===== config.mk =====
export PLATFORM = sky130hd
export DESIGN_NAME = rtc_set_ctrl
export DESIGN_NICKNAME = d
export VERILOG_FILES = /design/src/rtl/rtc_set_ctrl.sv
export SDC_FILE = /design/constraint.sdc
export NUM_CORES = 1
export LEC_CHECK = 0
export ABC_CLOCK_PERIOD_IN_PS = 2800
export BUFFER_PORTS_ARGS = -buffer_cell sky130_fd_sc_hd__clkbuf_2
export CORE_MARGIN = 2
export CORE_UTILIZATION = 40
export DETAILED_ROUTE_END_ITERATION = 10
export PLACE_DENSITY_LB_ADDON = 0.25
export SETUP_SLACK_MARGIN = 0.05
export SLEW_MARGIN = 40
export SYNTH_ARGS = -nofsm -noshare
export SYNTH_HDL_FRONTEND = slang
export SYNTH_SLANG_ARGS = --single-unit

===== constraint.sdc =====
create_clock -name clk -period 2.8 [get_ports clk]
set_input_delay 0.14 -clock clk [delete_from_list [all_inputs] [get_ports clk]]
set_output_delay 0.14 -clock clk [all_outputs]
set_load 0.03 [all_outputs]

===== src/rtl/rtc_set_ctrl.sv =====
// rtl/rtc_set_ctrl.sv - RTC time-set sequencer: shadow capture, BCD stepping, load strobe
module rtc_set_ctrl #(
   parameter int TIMEOUT_S = 10,
   parameter int TO_W      = 4
) (
   input  logic       clk,
   input  logic       rst,
   input  logic       tick,
   input  logic       btn_mode,
   input  logic       btn_inc,
   input  logic [3:0] cur_hrm,
   input  logic [3:0] cur_hrl,
   input  logic [3:0] cur_minm,
   input  logic [3:0] cur_minl,
   output logic       load,
   output logic [3:0] ld_hrm,
   output logic [3:0] ld_hrl,
   output logic [3:0] ld_minm,
   output logic [3:0] ld_minl,
   output logic [3:0] ld_secm,
   output logic [3:0] ld_secl,
   output logic       hold,
   output logic [1:0] set_mode,
   output logic       blink
);

   typedef enum logic [1:0] {
      RUN     = 2'b00,
      SET_HR  = 2'b01,
      SET_MIN = 2'b10,
      COMMIT  = 2'b11
   } state_t;

   state_t          state;
   logic            mode_prev;
   logic            inc_prev;
   logic [TO_W-1:0] to_cnt;
   logic [3:0]      sh_hrm;
   logic [3:0]      sh_hrl;
   logic [3:0]      sh_minm;
   logic [3:0]      sh_minl;

   logic mode_press;
   logic inc_press;
   logic hr_ok;
   logic min_ok;
   logic timed_out;

   assign mode_press = btn_mode & ~mode_prev;
   assign inc_press  = btn_inc & ~inc_prev;
   assign timed_out  = (to_cnt == TO_W'(TIMEOUT_S));
   assign set_mode   = state;
   assign ld_secm    = 4'd0;
   assign ld_secl    = 4'd0;

   // Captured time must be a legal 00..23 / 00..59 BCD value, else it is zeroed.
   always_comb begin
      hr_ok  = (cur_hrl <= 4'd9) && ((cur_hrm < 4'd2) || ((cur_hrm == 4'd2) && (cur_hrl <= 4'd3)));
      min_ok = (cur_minl <= 4'd9) && (cur_minm <= 4'd5);
   end

   always_ff @(posedge clk) begin
      if (rst) begin
         state     <= RUN;
         mode_prev <= 1'b1;
         inc_prev  <= 1'b1;
         to_cnt    <= '0;
         sh_hrm    <= 4'd0;
         sh_hrl    <= 4'd0;
         sh_minm   <= 4'd0;
         sh_minl   <= 4'd0;
         ld_hrm    <= 4'd0;
         ld_hrl    <= 4'd0;
         ld_minm   <= 4'd0;
         ld_minl   <= 4'd0;
         load      <= 1'b0;
         hold      <= 1'b0;
         blink     <= 1'b0;
      end else begin
         mode_prev <= btn_mode;
         inc_prev  <= btn_inc;
         load      <= 1'b0;
         case (state)
            RUN: begin
               if (mode_press) begin
                  state   <= SET_HR;
                  hold    <= 1'b1;
                  blink   <= 1'b1;
                  to_cnt  <= '0;
                  sh_hrm  <= hr_ok  ? cur_hrm  : 4'd0;
                  sh_hrl  <= hr_ok  ? cur_hrl  : 4'd0;
                  sh_minm <= min_ok ? cur_minm : 4'd0;
                  sh_minl <= min_ok ? cur_minl : 4'd0;
               end
            end
            SET_HR, SET_MIN: begin
               // Priority: timeout, then MODE, then INC, then tick.
               if (timed_out) begin
                  state  <= RUN;
                  hold   <= 1'b0;
                  blink  <= 1'b0;
                  to_cnt <= '0;
               end else if (mode_press) begin
                  to_cnt <= '0;
                  if (state == SET_HR) begin
                     state <= SET_MIN;
                     blink <= 1'b1;
                  end else begin
                     state   <= COMMIT;
                     blink   <= 1'b0;
                     load    <= 1'b1;
                     ld_hrm  <= sh_hrm;
                     ld_hrl  <= sh_hrl;
                     ld_minm <= sh_minm;
                     ld_minl <= sh_minl;
                  end
               end else if (inc_press) begin
                  to_cnt <= '0;
                  blink  <= 1'b1;
                  if (state == SET_HR) begin
                     if ((sh_hrm == 4'd2) && (sh_hrl == 4'd3)) begin
                        sh_hrm <= 4'd0;
                        sh_hrl <= 4'd0;
                     end else if (sh_hrl == 4'd9) begin
                        sh_hrm <= sh_hrm + 4'd1;
                        sh_hrl <= 4'd0;
                     end else begin
                        sh_hrl <= sh_hrl + 4'd1;
                     end
                  end else begin
                     if (sh_minl == 4'd9) begin
                        sh_minl <= 4'd0;
                        sh_minm <= (sh_minm == 4'd5) ? 4'd0 : sh_minm + 4'd1;
                     end else begin
                        sh_minl <= sh_minl + 4'd1;
                     end
                  end
               end else if (tick) begin
                  to_cnt <= to_cnt + 1'b1;
                  blink  <= ~blink;
               end
            end
            COMMIT: begin
               state <= RUN;
               hold  <= 1'b0;
               blink <= 1'b0;
            end
            default: state <= RUN;
         endcase
      end
   end

endmodule


==> results.toml <==
[clock_tree]
cts_root_buffer = "clkbuf_8"
cts_buffers = 5
holdBufCountCts = 0
post_cts_buffers = 0
cts_tree = "built"
clockBufferDepth = 2
insertion_delay_ns = 0.30
clkSinkCount = 43
cts_resized = 0
clk_pin_slew_ns = 0.08
htreeDepth = 2

[power_and_ir_drop]
ir_drop_uv = 229.2
p_leak_nw = 1.204
p_total_mw = 1.298
powerDensity_mw_per_mm2 = 473.8

[routing]
drtIter0Drc = 98
first_pass_iters = 4
via_per_inst = 5.285
drcViolationCount = 0
vias = 2093
postRouteWirelength_um = 5164
routedWlPerCell_um = 13.04
ant_nets = 0

[setup_path]
critPathLaunchType = "flop"
cp_max_fo = 8
cpPeakStageDelay_ns = 0.52
worst_setup_path_end_kind = "flop"
critical_path_class = "flop to flop"
slowest_stage = "a211oi_2"
required_ns = 3.01
worstPathArrival_ns = 2.64
crit_chain = "inv_1, ha_1, nor4bb_1, a31oi_1, a211oi_2, a21oi_1, a311oi_1"

[floorplanning]
die_x_um = 81.74
die_height_um = 81.74
initial_core_util = 0.4107
fp.coreArea_mm2 = 0.005886
io_pins = 50
die-area_mm2 = 0.006681
rows = 28

[logic_synthesis]
yosysWarnings = 0
synth_cell_types = 53
synth-seq-area-share = 0.3561
yosysMostFrequentCell = "dfxtp_1"
yosysTopAreaCellShare = 0.3561
async_flop_share = 0
syn_area_mm2 = 0.002417
yosys-top-cells-area = "dfxtp_1 36%, mux2i_1 7.0%, ha_1 6.2%, nor2_1 5.6%, buf_4 3.4%"
postSynthAreaPerCell_um2 = 8.633
synth_top_area_cell = "dfxtp_1"
synth_edf_count = 0
synth-seq-cells = 43
synth_common_cells = "43 x dfxtp_1, 36 x nor2_1, 17 x mux2i_1"
synth_cells = 280
ys.flop_type = "dfxtp_1"

[global_route]
grt_max_degree = 29
grt_pass1_vias = 1899
track_usage = 0.1647
grt_pass1_wl_um = 8638
antenna_found_initial = 0
grt_overflow = 0

[cells_and_area]
fillers = 614
area_growth_pct = 13.35
final_util = 0.4656
final_cells = 396
diodes = 0
fin_area_mm2 = 0.002740
nets = 353
drive_gt1_frac = 0.2056

[timing]
grt_setup_unrepaired = "false"
fmax_mhz = 411.3
fin_crit_sh = 0.8683
slew_viol_final = 0
skew_ns = 0.009661
tightest_slew_ns = 0.5806
hold_violations = 0
fin_tns_setup_ns = 0
relSlewSlack = 0.6106
post-route-min-period_ns = 2.431
setup_viol = 0

[min_path]
min_path_type = "input port to flop"

[placement]
place_area_mm2 = 0.002659
numPortBuffers = 41
dp.cells = 388
place_congestion = 0.7411
dp_hpwl_um = 3794

[outcome]
status = "completed"

[flow_run]
maxCapViolCount = 0
layer usage:
layer	wire length (um)	GRT usage	vias up
met5	0	0	-
li1	-	-	1075
met2	2295	0.2610	42
met1	2643	0.2218	971
met4	58	0.04333	0
met3	167	0.04286	5
kinds of logic (layout without fill, tap and decap cells):
logic type	Yosys count	after routing	share of synthesized area
compound gates	66	66	0.2039
flops	43	43	0.3561
simple gates	109	109	0.2365
mux	17	17	0.07039
buf+inv	32	66	0.06935
other cells	1	8	0.001551
fa+ha+maj	12	12	0.06211
area by class of cell:
class,count,area [um^2],area share
inverter,12,45.04,0.01644
clock buffer,7,76.32,0.02785
clock inverter,1,5.005,0.001826
tap,75,93.84,0.03425
sequential,43,860.8,0.3142
timing repair buffer,46,242.7,0.08858
multi-input combinational,212,1416,0.5169
worst max-delay path: cells and delay by family, from the launching register on:
kind | cells | cell delay, ns
adder cells (fa/ha/maj) | 1 | 0.36
flip-flops | 1 | 0.44
buffers and inverters | 1 | 0.12
AO/OA/AOI/OAI | 4 | 1.07
AND/OR/NAND/NOR | 1 | 0.35
registers in the layout, summed over array words and instances, names as in the netlist:
name and flops:
ld_hrl 4, blink 1, sh_minm 4, set_mode 2
hold 1, sh_minl 4, to_cnt 4, inc_prev 1
mode_prev 1, ld_minl 4, ld_minm 4, sh_hrl 4
sh_hrm 4, ld_hrm 4, load 1
cell usage in the layout (no fill, tap or decap), types with 5 or more instances in the layout:
cell       n
dfxtp_1   43
clkbuf_2  41
nor2_1    36
mux2i_1   17
nand2_1   14
a21oi_1   14
inv_1     12
ha_1      12
o21ai_0   11
nor3_1     9
nand3_1    9
conb_1     8
nor2b_1    6
a211oi_1   6
nand3b_1   5
a311oi_1   5
clkbuf_8   5
buf_4      5
stage by stage:
stage               hold slack (ns)  setup slack, ns
floorplan                    0.2466           0.4928
global placement             0.3659           0.4028
detailed placement           0.3687           0.4243
CTS                         0.05605           0.3752
global route                0.05575          0.09617
finish                      0.05516           0.3688
report_power, final:
group          switching [mW]  internal [mW]  total, mW
registers              0.0220          0.629      0.651
clock network           0.209          0.175      0.385
logic                   0.167         0.0958      0.262
total                   0.398          0.900       1.30
path summary, 6_finish.rpt:
path | slack (ns) | from | depth (start not counted) | end
hold / removal | 0.06 | btn_inc | 2 | inc_prev$_SDFF_PP1_
hold reg to reg | 0.50 | ld_hrm[0]$_SDFFE_PP0P_ | 2 | ld_hrm[0]$_SDFFE_PP0P_
setup reg to reg | 0.37 | set_mode[0]$_SDFFE_PP0P_ | 7 | sh_minl[2]$_SDFFE_PP0P_
setup / recovery | 0.37 | set_mode[0]$_SDFFE_PP0P_ | 7 | sh_minl[2]$_SDFFE_PP0P_
No activity file was read; power rests on OpenSTA's default activity.
